File: config.mk
export PLATFORM = sky130hd
export DESIGN_NAME = zombie_hit_judge
export DESIGN_NICKNAME = d
export VERILOG_FILES = /design/src/rtl/zombie_hit_judge.sv
export SDC_FILE = /design/constraint.sdc
export NUM_CORES = 1
export LEC_CHECK = 0
export BUFFER_PORTS_ARGS = -buffer_cell sky130_fd_sc_hd__buf_2
export CAP_MARGIN = 15
export CORE_MARGIN = 2
export CORE_UTILIZATION = 40
export CTS_BUF_LIST = sky130_fd_sc_hd__clkbuf_16
export DETAILED_ROUTE_END_ITERATION = 10
export GPL_ROUTABILITY_DRIVEN = 0
export HOLD_SLACK_MARGIN = 0.06
export PLACE_DENSITY = 0.62
export SLEW_MARGIN = 0
export SYNTH_ARGS = -nofsm -noshare
export SYNTH_HDL_FRONTEND = slang
export SYNTH_SLANG_ARGS = --single-unit
File: constraint.sdc
create_clock -name clk -period 2.9 [get_ports clk]
set_input_delay 0.58 -clock clk [delete_from_list [all_inputs] [get_ports clk]]
set_output_delay 0.58 -clock clk [all_outputs]
set_load 0.02 [all_outputs]
File: src/rtl/zombie_hit_judge.sv
// zombie_hit_judge: debounces three player buttons and judges each press
// against the one-hot target from the spawner, keeping score and lives.
// Optional feature macro: ZOMBIE_TIMEOUT_EN adds a hit window that turns an
// unanswered target into a miss after WINDOW_CYCLES clocks.
module zombie_hit_judge #(
    parameter int unsigned DEBOUNCE_CYCLES = 625000,
    parameter int unsigned WINDOW_CYCLES   = 62500000,
    parameter int unsigned LIVES_INIT      = 3
) (
    input  logic       clk,
    input  logic       rst_n,
    input  logic       btn1,
    input  logic       btn2,
    input  logic       btn3,
    input  logic [3:0] led,
    output logic       hit,
    output logic       miss,
    output logic [7:0] score,
    output logic [1:0] lives,
    output logic       game_over
);

    localparam int unsigned DB_W = (DEBOUNCE_CYCLES > 1) ? $clog2(DEBOUNCE_CYCLES) : 1;
    localparam logic [DB_W-1:0] DB_LAST = DB_W'(DEBOUNCE_CYCLES - 1);

`ifdef ZOMBIE_TIMEOUT_EN
    localparam int unsigned WIN_W = (WINDOW_CYCLES > 1) ? $clog2(WINDOW_CYCLES) : 1;
    localparam logic [WIN_W-1:0] WIN_LAST = WIN_W'(WINDOW_CYCLES - 1);
`else
    localparam int unsigned window_cycles_unused = WINDOW_CYCLES;
`endif

    typedef enum logic [1:0] {
        IDLE     = 2'd0,
        ARMED    = 2'd1,
        COOLDOWN = 2'd2,
        OVER     = 2'd3
    } state_t;

    state_t     state, state_nxt;
    logic [2:0] raw;
    logic [2:0] sync1, sync2;
    logic [2:0] db, db_prev;
    logic [2:0] press_c;
    logic [2:0] target, target_nxt;
    logic       hit_nxt, miss_nxt, game_over_nxt;
    logic [7:0] score_nxt;
    logic [1:0] lives_nxt;
    logic       led_valid_c, judge_hit_c, judge_miss_c, timeout_c;
    logic       led0_unused;

`ifdef ZOMBIE_TIMEOUT_EN
    logic [WIN_W-1:0] window, win_nxt;
`endif

    assign raw         = {btn3, btn2, btn1};
    assign led0_unused = led[0];

    // Two-flop synchroniser for the raw buttons
    always_ff @(posedge clk or negedge rst_n) begin
        if (!rst_n) begin
            sync1 <= 3'b000;
            sync2 <= 3'b000;
        end else begin
            sync1 <= raw;
            sync2 <= sync1;
        end
    end

    // Per-button debounce: the level must stay different for DEBOUNCE_CYCLES clocks
    for (genvar i = 0; i < 3; i++) begin : g_db
        logic [DB_W-1:0] cnt;
        logic            q;

        // Counter restarts whenever the synchronised level agrees with the output
        always_ff @(posedge clk or negedge rst_n) begin
            if (!rst_n) begin
                cnt <= '0;
                q   <= 1'b0;
            end else if (sync2[i] == q) begin
                cnt <= '0;
            end else if (cnt == DB_LAST) begin
                cnt <= '0;
                q   <= sync2[i];
            end else begin
                cnt <= cnt + DB_W'(1);
            end
        end

        assign db[i] = q;
    end

    // Previous debounced level for rising-edge detection
    always_ff @(posedge clk or negedge rst_n) begin
        if (!rst_n) begin
            db_prev <= 3'b000;
        end else begin
            db_prev <= db;
        end
    end

    assign press_c     = db & ~db_prev;
    assign led_valid_c = $onehot(led[3:1]);
    assign judge_hit_c = (state == ARMED) && $onehot(press_c) && (press_c == target);

`ifdef ZOMBIE_TIMEOUT_EN
    assign timeout_c = (state == ARMED) && (press_c == 3'b000) && led_valid_c
                       && (led[3:1] == target) && (window == WIN_LAST);
`else
    assign timeout_c = 1'b0;
`endif

    assign judge_miss_c = (state == ARMED) && !judge_hit_c
                          && ((press_c != 3'b000) || timeout_c);

    // State register
    always_ff @(posedge clk or negedge rst_n) begin
        if (!rst_n) begin
            state <= IDLE;
        end else begin
            state <= state_nxt;
        end
    end

    // Next-state logic
    always_comb begin
        state_nxt = state;
        case (state)
            IDLE: begin
                if (led_valid_c) state_nxt = ARMED;
            end
            ARMED: begin
                if (judge_hit_c)       state_nxt = COOLDOWN;
                else if (judge_miss_c) state_nxt = (lives == 2'd1) ? OVER : COOLDOWN;
                else if (!led_valid_c) state_nxt = IDLE;
            end
            COOLDOWN: begin
                if (db == 3'b000) state_nxt = IDLE;
            end
            OVER: begin
                state_nxt = OVER;
            end
            default: state_nxt = IDLE;
        endcase
    end

    // Next values of the registered outputs, target latch and window
    always_comb begin
        hit_nxt    = 1'b0;
        miss_nxt   = 1'b0;
        score_nxt  = score;
        lives_nxt  = lives;
        target_nxt = target;
`ifdef ZOMBIE_TIMEOUT_EN
        win_nxt    = window;
`endif
        case (state)
            IDLE: begin
                if (led_valid_c) begin
                    target_nxt = led[3:1];
`ifdef ZOMBIE_TIMEOUT_EN
                    win_nxt    = '0;
`endif
                end
            end
            ARMED: begin
                if (judge_hit_c) begin
                    hit_nxt   = 1'b1;
                    score_nxt = (score == 8'hFF) ? score : score + 8'd1;
                end else if (judge_miss_c) begin
                    miss_nxt  = 1'b1;
                    lives_nxt = lives - 2'd1;
                end else if (led_valid_c && (led[3:1] != target)) begin
                    target_nxt = led[3:1];
`ifdef ZOMBIE_TIMEOUT_EN
                    win_nxt    = '0;
`endif
                end else begin
`ifdef ZOMBIE_TIMEOUT_EN
                    win_nxt = window + WIN_W'(1);
`endif
                end
            end
            default: begin
            end
        endcase
        game_over_nxt = (lives_nxt == 2'd0);
    end

    // Output and datapath registers
    always_ff @(posedge clk or negedge rst_n) begin
        if (!rst_n) begin
            hit       <= 1'b0;
            miss      <= 1'b0;
            score     <= 8'd0;
            lives     <= 2'(LIVES_INIT);
            game_over <= 1'b0;
            target    <= 3'b000;
`ifdef ZOMBIE_TIMEOUT_EN
            window    <= '0;
`endif
        end else begin
            hit       <= hit_nxt;
            miss      <= miss_nxt;
            score     <= score_nxt;
            lives     <= lives_nxt;
            game_over <= game_over_nxt;
            target    <= target_nxt;
`ifdef ZOMBIE_TIMEOUT_EN
            window    <= win_nxt;
`endif
        end
    end

endmodule

**After elaboration in Yosys (flattened, before gate mapping)**

Index checks and enable logic that the tools add are counted.

- Memory bits (read-only): 0
- Logic and storage cells: 95
- Latch bits: 0
- Output and inout port bits: 13
- Memories kept: 0
- Register bits after elaboration: 90
- Bits in writable memories: 0
- Bits of input ports: 9

- $mul: 0
- Add/sub/neg operators: 9
- Bitwise gates (word level): 6
- $lt $le $gt $ge: 0
- Reductions and logical operators: 17
- Shift-type cells: 0
- Mux-type cells: 26
- Equal/unequal tests: 21
- Divide/modulo/power cells: 0

Operator list:

| kind | number |
|---|---|
| $mux 20 | 6 |
| $add 20x1->20 const B | 3 |
| $eq 20x20->1 const B | 3 |
| $mux 2 | 8 |
| $mux 3 | 4 |
| $add 8x1->8 const B | 1 |
| $eq 2x1->1 const B | 4 |
| $eq 8x8->1 const B | 1 |
| $ne 2x2->1 const B | 4 |
| $pmux 2 s4 | 1 |
| $mux 1 | 6 |
| $pmux 3 s2 | 1 |
| $reduce_and 2->1 | 3 |
| $reduce_and 3->1 | 2 |
| $logic_and 1x1->1 | 5 |
| $reduce_and 5->1 | 1 |
| $add 1x1->2 | 2 |
| $add 2x1->2 | 2 |
| $eq 2x2->1 const B | 2 |
| $logic_not 2->1 | 2 |
| $ne 4x4->1 const B | 1 |
| $not 1->1 | 4 |
| $and 3x3->3 | 1 |
| $eq 1x1->1 | 3 |
| 9 further kinds | 9 |

**Depth between registers and ports, before layout**

Gate-level depths: netlist (run 1).

- Depth in word-level cells: 14
- Mapped depth: 9
- Gate-level depth less buffers: 8

**Worst setup path after synthesis (run 1)**

Ideal clock, no wire load.

- Path kind: reg2reg
- Start point: register g_db[2].q
- End point: register score[1]
- Data arrival time: 2.247 ns
- Buffers on the path: 1
- Required time: 2.772 ns
- Path slack: 0.526 ns
- Clock period less this slack: 2.374 ns
- Setup time: 0.128 ns
- Cell stages (with the launch flop): 10
- Path through: dfrtp_1 -> nor2b_2 -> xor2_1 -> ha_1 -> nand2_1 -> a2111oi_4 -> nand4_1 -> buf_2 -> nor2_1 -> mux2_1

- Cells in the longest elaborated chain, start to end: 6
- Elaborated cells on any way between the ends: 7
- Those cells by class: add/sub (1); eq/ne (2); bitwise (1); reduce/logical (3)

RTL lines:

| item | RTL line | source |
|---|---|---|
| start, declared | 73 | `logic q;` |
| start signal, assigned | 84 | `q <= sync2[i];` |
| $and 3x3->3 (*) | 102 | `assign press_c = db & ~db_prev;` |
| $add 2x1->2 (implied by the code) | 104 | `assign judge_hit_c = (state == ARMED) && $onehot(press_c) && (press_c == target);` |
| $eq 2x1->1 | 104 |  |
| $logic_and 1x1->1 | 104 |  |
| $logic_and 1x1->1 (*) | 104 |  |
| $reduce_and 3->1 (no source line) (*) | -- |  |
| end signal, assigned | 205 | `score <= score_nxt;` |
| end, declared | 18 | `output logic [7:0] score,` |

Mark *: on every way between the ends. The rest lies on a longest branch, timed or not.
A chain may end at the register's enable or synchronous reset.

**Worst setup path after layout (run 1)**

- Start point: register g_db[2].q
- End point: register game_over

- Cells in the longest elaborated chain, start to end: 12
- Elaborated cells on any way between the ends: 14
- Those cells by class: add/sub (1); eq/ne (2); mux (3); bitwise (1); reduce/logical (7)

RTL lines:

| item | RTL line | source |
|---|---|---|
| $and 3x3->3 (*) | 102 |  |
| $add 2x1->2 (implied by the code) | 104 |  |
| $eq 2x1->1 | 104 |  |
| $logic_and 1x1->1 (2 in a row) | 104 |  |
| $logic_not 1->1 | 113 | `assign judge_miss_c = (state == ARMED) && !judge_hit_c` |
| $logic_and 1x1->1 | 113 |  |
| $logic_and 1x1->1 | 114 | `&& ((press_c != 3'b000) \|\| timeout_c);` |
| $mux 2 | 170 | `end else if (judge_miss_c) begin` |
| $mux 2 (*) | 167 | `if (judge_hit_c) begin` |
| $mux 2 (*) | 157 | `case (state)` |
| $logic_not 2->1 (*) | 187 | `game_over_nxt = (lives_nxt == 2'd0);` |
| named net game_over_nxt | 46 | `logic hit_nxt, miss_nxt, game_over_nxt;` |
| end signal, assigned | 207 | `game_over <= game_over_nxt;` |
| end, declared | 20 | `output logic game_over` |

Mark *: on every way through the listed nets, which the timed path passes. The rest lies on a longest branch.

==> results.sh, run 1 <==
export IMPL_antenna_found_initial=0
export IMPL_dpl_cell_count=555
export IMPL_status="finished, final reports clean"
export IMPL_period_minus_slack_ns=2.54
export IMPL_n_fill_cell=968
export IMPL_io_pins=22
export IMPL_drive_gt1_share_pct=12.4
export IMPL_grt_usage_pct=14.3
export IMPL_hp_class="input port to async pin"
export IMPL_cts_sinks=90
export IMPL_max_freq_mhz=393
export IMPL_grt_overflow_total=0
export IMPL_cts_setup_buffers=0
export IMPL_final_hold_viol_count=0
export IMPL_avgSynthCellArea_um2=10.6
export IMPL_grt_pass1_vias=2913
export IMPL_worst_setup_path_start_kind="flop"
export IMPL_fin_crit_sh_pct=87.7
export IMPL_fin_cells=570
export IMPL_firstDrtPassIters=4
export IMPL_hold_buffers=0
export IMPL_ant_nets=0
export IMPL_routed_top_layer="met4"
export IMPL_tightestPinTransition_ns=0.672
export IMPL_die_area_mm2=0.0115
export IMPL_arrival_ns=2.76
export IMPL_row_count=37
export IMPL_final_cell_mix="dfrtp_1, nor2_1, xor2_1"
export IMPL_initial_core_util_pct=41.4
export IMPL_clockBufferDepth=2
export IMPL_power_mw=2.65
export IMPL_drt_iter0_drc=150
export IMPL_viasPerCell=5.06
export IMPL_clk_pin_slew_ns=0.06
export IMPL_clk_insertion_delay_late_ns=0.34
export IMPL_final_net_count=446
export IMPL_post_cts_resized=0
export IMPL_met3_length_um=219
export IMPL_ys_seq_area_share_pct=52.8
export IMPL_power_per_cell_area_mw_per_mm2=545
export IMPL_critPathRequiredTime_ns=3.12
export IMPL_drt_total_wl_mm=7.47
export IMPL_drc=0
export IMPL_max_slew_margin_pct=55.2
export IMPL_maxCapViolCount=0
export IMPL_tns_ns=0
export IMPL_grt_max_degree=50
export IMPL_die_w_um=107
export IMPL_cts_htree_levels=3
export IMPL_portBuffers=20
export IMPL_syn_to_final_growth_pct=13.6
export IMPL_rsz0062_at_grt="no"
export IMPL_dp_final_hpwl_mm=5.01
export IMPL_yosysUniqueCellTypes=33
export IMPL_dp_worst_setup_slack_ns=0.326
export IMPL_die_height_um=107
export IMPL_numCtsBuffers=9
export IMPL_final_setup_skew_ns=0.00605
export IMPL_diodes=0
export IMPL_wl_per_cell_um=13.1
export IMPL_wl_met2_mm=3.46
export IMPL_coreArea_mm2=0.0103
export IMPL_power_leakage_nw=2.15
export IMPL_finalMaxSlewViolations=0
export IMPL_syn_nets=419
export IMPL_finalSetupViolCount=0
export IMPL_ys_warn_count=0
export IMPL_worst_slack_ns=0.356
export IMPL_final_common_cell="dfrtp_1"
export IMPL_crit_type="flop to flop"
export IMPL_end_kind="flop"
export IMPL_cts_root_buf="clkbuf_16"
export IMPL_path_max_fanout=12
export IMPL_cts_tree="yes"
export IMPL_grt_pass1_wl_mm=13.2
export IMPL_ys_seq_elements=90
export IMPL_vias=2886
export IMPL_synthCells=403
export IMPL_ir_drop_mv=0.221
export IMPL_wl_met1_mm=3.66
export IMPL_syn_cell_area_mm2=0.00427
[layout make-up]
| class | count | area (um2) | share of cell area, % |
|---|---|---|---|
| clock inverters | 6 | 82.6 | 1.70 |
| inverters | 13 | 48.8 | 1.01 |
| repair buffers | 23 | 138 | 2.84 |
| well taps | 136 | 170 | 3.51 |
| flip-flops and latches | 90 | 2250 | 46.5 |
| clock buffers | 9 | 225 | 4.64 |
| multi-input cells | 293 | 1930 | 39.8 |
[flip-flops by register name (all words and copies together), names as in the netlist]
name and count:
sync2 3, g_db.q 3, game_over 1, miss 1, hit 1, db_prev 3, target 3, state 2
score 8, g_db.cnt 60, lives 2, sync1 3
[cells in the mapped netlist]
master	count	area share, %
dfrtp_1	88	52
nor2b_2	1	0.21
o21ai_1	3	0.35
xor2_1	40	8.2
fa_1	1	0.47
a2111oi_4	1	0.64
nor2b_4	1	0.32
nor4_2	4	1.2
nor4b_1	6	1.2
nor4_1	5	0.73
xnor2_1	32	6.6
nand3_1	24	2.8
o31ai_1	1	0.18
and3_1	9	1.3
mux2_2	6	1.6
mux2_1	4	1.1
ha_1	6	1.8
or2_1	3	0.44
or4b_1	1	0.23
nor3_1	9	1.1
buf_2	7	0.82
nor2_1	76	6.7
nand2_1	24	2.1
nor4b_2	2	0.70
and4_1	5	1.0
or3_1	2	0.29
nor3b_1	2	0.35
dfstp_2	2	1.2
inv_1	13	1.1
nor2b_1	3	0.44
nand4b_1	2	0.41
nand4_1	19	2.8
a21oi_1	1	0.12
[stage by stage]
| step | utilization (%) | area, um2 | hold slack [ns] |
|---|---|---|---|
| 2_1_floorplan | - | 4270 | 0.284 |
| 3_3_place_gp | 44.0 | 4540 | 0.336 |
| 3_5_place_dp | 44.0 | 4540 | 0.336 |
| 4_1_cts | 47.0 | 4850 | 0.247 |
| 5_1_grt | 47.0 | 4850 | 0.261 |
| 6_report | 47.0 | 4850 | 0.220 |
[layer usage]
metal | up-vias | track usage [%]
met4 | 0 | 6.49
met2 | 41 | 22.0
li1 | 1416 | -
met5 | - | 0
met1 | 1418 | 19.2
met3 | 11 | 3.39
[critical path, stage by stage, from the launching register on]
cell       delay, ns
dfrtp_1         0.41
nor2b_2         0.31
xor2_1          0.12
ha_1            0.30
nand2_1         0.08
a2111oi_4       0.32
nand4_1         0.13
buf_4           0.19
nand4b_1        0.21
mux2_2          0.36
[cells by family (layout without fill, tap and decap cells)]
kind of cell    count (synthesis)  count (layout)  synth area share, %
buf+inv                        20              51                 1.96
simple gates                  198             198                 24.3
fa+ha+maj                       7               7                 2.23
mux                            10              10                 2.64
flops                          90              90                 52.8
compound gates                  6               6                 1.29
xor+xnor                       72              72                 14.8
[final timing paths]
| kind | from | end | slack (ns) | depth (start not counted) |
|---|---|---|---|---|
| worst max-delay path | g_db[2].q | game_over | 0.36 | 9 |
| worst min-delay path | rst_n | score[6] | 0.22 | 1 |
| worst max register to register | g_db[2].q | game_over | 0.36 | 9 |
| worst min register to register | sync1[2] | sync2[2] | 0.34 | 0 |
| max in group asynchronous | rst_n | sync2[1] | 2.04 | 2 |
| min in group clk | sync1[2] | sync2[2] | 0.34 | 0 |
[report_power, final]
group	switching [mW]	total (mW)	internal, mW
registers	0.0304	1.32	1.29
logic	0.0690	0.117	0.0476
clock network	0.468	1.21	0.745
No activity file was read; power rests on OpenSTA's default activity.
==> inputs of run 2 (changes only) <==
Settings changed: REMOVE_ABC_BUFFERS set to 1.
==> run 2 against run 1 <==
  * Wire length increased by 0.15%
  * Utilization decreased by 0.18 points
  * Total power decreased by 1.4%
  * Die area unchanged
==> results.sh, run 2 (same netlist as run 1, synthesis figures left out) <==
export IMPL_top_regs="g_db.cnt (60), score (8)"
export IMPL_final_cell_mix="dfrtp_1, nor2_1, xor2_1"
export IMPL_top_register="g_db.cnt"
export IMPL_initial_core_util_pct=41.4
export IMPL_power_leakage_nw=2.14
export IMPL_hp_class="input port to async pin"
export IMPL_portBuffers=20
export IMPL_max_slew_margin_pct=55.3
export IMPL_tns_ns=0
export IMPL_clk_pin_slew_ns=0.07
export IMPL_grt_usage_pct=14.4
export IMPL_ant_nets=0
export IMPL_final_common_cell="dfrtp_1"
export IMPL_die_area_mm2=0.0115
export IMPL_grt_max_degree=43
export IMPL_finalMaxSlewViolations=0
export IMPL_row_count=37
export IMPL_final_setup_skew_ns=0.00613
export IMPL_crit_type="flop to flop"
export IMPL_drt_iter0_drc=188
export IMPL_reg2reg_from="g_db[2].q"
export IMPL_drt_total_wl_mm=7.48
export IMPL_grt_overflow_total=0
export IMPL_vias=2856
export IMPL_wl_per_cell_um=13.1
export IMPL_power_per_cell_area_mw_per_mm2=540
export IMPL_grt_pass1_vias=2903
export IMPL_post_cts_resized=0
export IMPL_path_max_fanout=8
export IMPL_io_pins=22
export IMPL_whs_ns=0.216
export IMPL_cts_sinks=90
export IMPL_firstDrtPassIters=4
export IMPL_die_height_um=107
export IMPL_cts_root_buf="clkbuf_16"
export IMPL_viasPerCell=5.00
export IMPL_finalSetupViolCount=0
export IMPL_cts_tree="yes"
export IMPL_stdcell_area_mm2=0.00483
export IMPL_fin_util_pct=46.8
export IMPL_arrival_ns=2.89
export IMPL_cts_htree_levels=3
export IMPL_die_w_um=107
export IMPL_fin_cells=571
export IMPL_cts_setup_buffers=0
export IMPL_max_freq_mhz=375
export IMPL_drive_gt1_share_pct=12.9
export IMPL_antenna_found_initial=0
export IMPL_tightestPinTransition_ns=0.664
export IMPL_final_net_count=446
export IMPL_dpl_cell_area_mm2=0.00453
export IMPL_largest_reg_flops=60
export IMPL_ir_drop_mv=0.293
export IMPL_period_minus_slack_ns=2.67
export IMPL_rsz0062_at_grt="no"
export IMPL_r2r_cells=9
export IMPL_numCtsBuffers=9
export IMPL_coreArea_mm2=0.0103
export IMPL_fin_crit_sh_pct=92.1
export IMPL_hold_buffers=0
export IMPL_final_hold_viol_count=0
export IMPL_worst_setup_path_start_kind="flop"
export IMPL_dp_final_hpwl_mm=5.08
export IMPL_clockBufferDepth=2
export IMPL_grt_pass1_wl_mm=13.4
export IMPL_drc=0
export IMPL_syn_to_final_growth_pct=13.2
export IMPL_status="finished, final reports clean"
export IMPL_r2r_end="score[1]"
export IMPL_diodes=0
export IMPL_dpl_cell_count=555
export IMPL_end_kind="flop"
export IMPL_critPathRequiredTime_ns=3.12
export IMPL_maxCapViolCount=0
export IMPL_clk_insertion_delay_late_ns=0.34
export IMPL_r2r_slack_ns=0.23
## run 2: cell count changes in the layout (fill, tap and decap cells not counted)
| cell | previous run | this run |
|---|---|---|
| buf_4 | 3 | 4 |
| clkinvlp_4 | 0 | 2 |
| clkinv_1 | 1 | 0 |
| buf_12 | 1 | 0 |
| bufinv_16 | 2 | 1 |
| clkinv_2 | 2 | 1 |
| inv_6 | 0 | 2 |
## run 2: area by class of cell
type | count | area [um2]
Inverter | 13 | 48.8
Multi-Input combinational cell | 293 | 1930
Sequential cell | 90 | 2250
Clock inverter | 7 | 76.3
Tap cell | 136 | 170
Timing Repair Buffer | 23 | 125
Clock buffer | 9 | 225
Fill cell | 956 | 5490
## run 2: worst max-delay path: stages, from the launching register on
cell and delay (ns):
dfrtp_1 0.43, nor2b_2 0.32, xor2_1 0.12, ha_1 0.28
nand2_1 0.07, a2111oi_4 0.33, nand4_1 0.23, buf_4 0.24
nor2_1 0.20, mux2_1 0.34
## run 2: power breakdown
| group | leakage, nW | switching, mW | internal (mW) | total, mW |
|---|---|---|---|---|
| sequential | 1.22 | 0.0297 | 1.28 | 1.31 |
| combinational | 0.778 | 0.0710 | 0.0467 | 0.118 |
| clock | 0.142 | 0.503 | 0.674 | 1.18 |
| total | 2.14 | 0.604 | 2.01 | 2.61 |
## run 2: layer usage
metal	global-route usage, %	vias up	routed length [um]
met2	22.6	27	3520
met3	2.54	10	162
met4	6.12	0	118
met1	19.8	1395	3680
li1	-	1424	-
met5	0	-	0
## run 2: worst max-delay path by stage
stage	startpoint	to	slack, ns	depth (start not counted)
2_1_floorplan	g_db[2].q	game_over	0.31	8
3_3_place_gp	g_db[2].q	score[1]	0.34	9
3_5_place_dp	g_db[2].q	score[1]	0.25	9
4_1_cts	g_db[2].q	score[1]	0.22	9
5_1_grt	g_db[2].q	score[1]	0.04	9
6_report	g_db[2].q	score[1]	0.23	9
## run 2: through the flow
stage	setup WS, ns	power, mW
2_1_floorplan	0.311	1.40
3_3_place_gp	0.336	1.45
3_5_place_dp	0.254	1.46
4_1_cts	0.221	2.64
5_1_grt	0.0422	2.72
6_report	0.230	2.61
==> inputs of run 3 (changes only) <==
Settings changed: CTS_BUF_LIST sky130_fd_sc_hd__clkbuf_16 to unset.
Clock period 2.9 ns to 3.5 ns, I/O delays scaled along.
==> run 3 against run 2 <==
  * Combinational power decreased by 19%
  * Cell count unchanged
  * Critical path depth unchanged
  * Die area unchanged
  * Sequential power decreased by 17%
==> results.sh, run 3 (same netlist as run 1, synthesis figures left out) <==
export IMPL_status="finished, final reports clean"
export IMPL_die_height_um=107
export IMPL_grt_pass1_vias=2700
export IMPL_finalMaxSlewViolations=0
export IMPL_power_leakage_nw=2.09
export IMPL_final_net_count=446
export IMPL_clk_insertion_delay_late_ns=0.36
export IMPL_cpPeakStageDelay_ns=0.43
export IMPL_largest_reg_flops=60
export IMPL_end_kind="flop"
export IMPL_top_register="g_db.cnt"
export IMPL_worst_slack_ns=0.991
export IMPL_antenna_found_initial=0
export IMPL_syn_to_final_growth_pct=10.4
export IMPL_row_count=37
export IMPL_firstDrtPassIters=4
export IMPL_worstHoldStart="sync1[2]"
export IMPL_hold_depth=0
export IMPL_dp_worst_setup_slack_ns=1.00
export IMPL_n_fill_cell=956
export IMPL_r2r_slack_ns=0.99
export IMPL_drive_gt1_share_pct=12.9
export IMPL_clockBufferDepth=2
export IMPL_drt_iter0_drc=154
export IMPL_final_cell_mix="dfrtp_1, nor2_1, xor2_1"
export IMPL_hold_end="sync2[2]"
export IMPL_cts_root_buf="clkbuf_8"
export IMPL_rsz0062_at_grt="no"
export IMPL_stdcell_area_mm2=0.00471
export IMPL_coreArea_mm2=0.0103
export IMPL_dpl_cell_area_mm2=0.00453
export IMPL_cts_htree_levels=3
export IMPL_power_per_cell_area_mw_per_mm2=394
export IMPL_hold_buffers=0
export IMPL_grt_max_degree=68
export IMPL_tns_ns=0
export IMPL_finalSetupViolCount=0
export IMPL_viasPerCell=4.96
export IMPL_final_setup_skew_ns=0.0177
export IMPL_wl_per_cell_um=12.5
export IMPL_r2r_cells=9
export IMPL_dp_final_hpwl_mm=4.87
export IMPL_hp_class="flop to flop"
export IMPL_r2r_end="game_over"
export IMPL_clk_pin_slew_ns=0.11
export IMPL_final_hold_viol_count=0
export IMPL_cts_setup_buffers=0
export IMPL_worst_setup_path_start_kind="flop"
export IMPL_cts_tree="yes"
export IMPL_cp_top_family="simple AND/OR/NAND/NOR gates"
export IMPL_top_regs="g_db.cnt (60), score (8)"
export IMPL_cp_num_buf_inv=1
export IMPL_drc=0
export IMPL_path_cells="nor2b_2, xor2_1, ha_1, nand2_1, a2111oi_4, nand4_1, buf_4, nand4b_1, mux2_2"
export IMPL_portBuffers=20
export IMPL_startpoint="g_db[2].q"
export IMPL_maxCapViolCount=0
export IMPL_ant_nets=0
export IMPL_cts_sinks=90
export IMPL_final_common_cell="dfrtp_1"
export IMPL_vias=2835
export IMPL_max_slew_margin_pct=44.3
export IMPL_grt_usage_pct=13.8
export IMPL_fin_crit_sh_pct=71.7
export IMPL_io_pins=22
export IMPL_power_mw=1.86
export IMPL_critPathRequiredTime_ns=3.75
export IMPL_diodes=0
export IMPL_post_cts_resized=0
export IMPL_reg2reg_from="g_db[2].q"
export IMPL_crit_type="flop to flop"
export IMPL_grt_overflow_total=0
export IMPL_numCtsBuffers=9
export IMPL_ir_drop_mv=0.191
export IMPL_tightestPinTransition_ns=0.836
export IMPL_grt_pass1_wl_mm=12.6
export IMPL_period_minus_slack_ns=2.51
export IMPL_max_freq_mhz=399
export IMPL_initial_core_util_pct=41.4
export IMPL_drt_total_wl_mm=7.15
export IMPL_path_max_fanout=12
export IMPL_cp_slowest_cell="dfrtp_1"
export IMPL_die_area_mm2=0.0115
export IMPL_die_w_um=107
export IMPL_arrival_ns=2.75
run 3: metal layers:
layer	vias up	track usage (%)	wire (um)
met5	-	0	0
met4	0	6.12	101
met3	7	2.36	169
met2	36	20.6	3240
met1	1363	19.7	3640
li1	1429	-	-
run 3: cell type report:
| type | instances | area [um2] | share of cell area (%) |
|---|---|---|---|
| Tap cell | 136 | 170 | 3.61 |
| Timing Repair Buffer | 23 | 125 | 2.65 |
| Inverter | 13 | 48.8 | 1.04 |
| Clock buffer | 9 | 124 | 2.63 |
| Clock inverter | 7 | 58.8 | 1.25 |
| Multi-Input combinational cell | 293 | 1930 | 41.0 |
| Sequential cell | 90 | 2250 | 47.8 |
run 3: report_power, final:
group	switching [mW]	leakage [nW]	internal, mW
Combinational	0.0564	0.778	0.0386
Clock	0.400	0.0929	0.272
Sequential	0.0243	1.22	1.06
Total	0.481	2.09	1.37
run 3: how the worst max path moves through the flow:
stage | endpoint | slack, ns | depth (start not counted)
3_3_place_gp | game_over | 1.02 | 9
2_1_floorplan | game_over | 0.91 | 8
3_5_place_dp | game_over | 1.00 | 9
5_1_grt | score[1] | 0.81 | 9
4_1_cts | game_over | 0.98 | 9
6_report | game_over | 0.99 | 9
run 3: per-stage QoR:
step	cells	hold slack (ns)	utilization (%)
2_1_floorplan	396	0.331	-
3_3_place_gp	555	0.333	43.9
3_5_place_dp	555	0.335	43.9
4_1_cts	571	0.340	45.7
5_1_grt	571	0.349	45.7
6_report	571	0.336	45.7
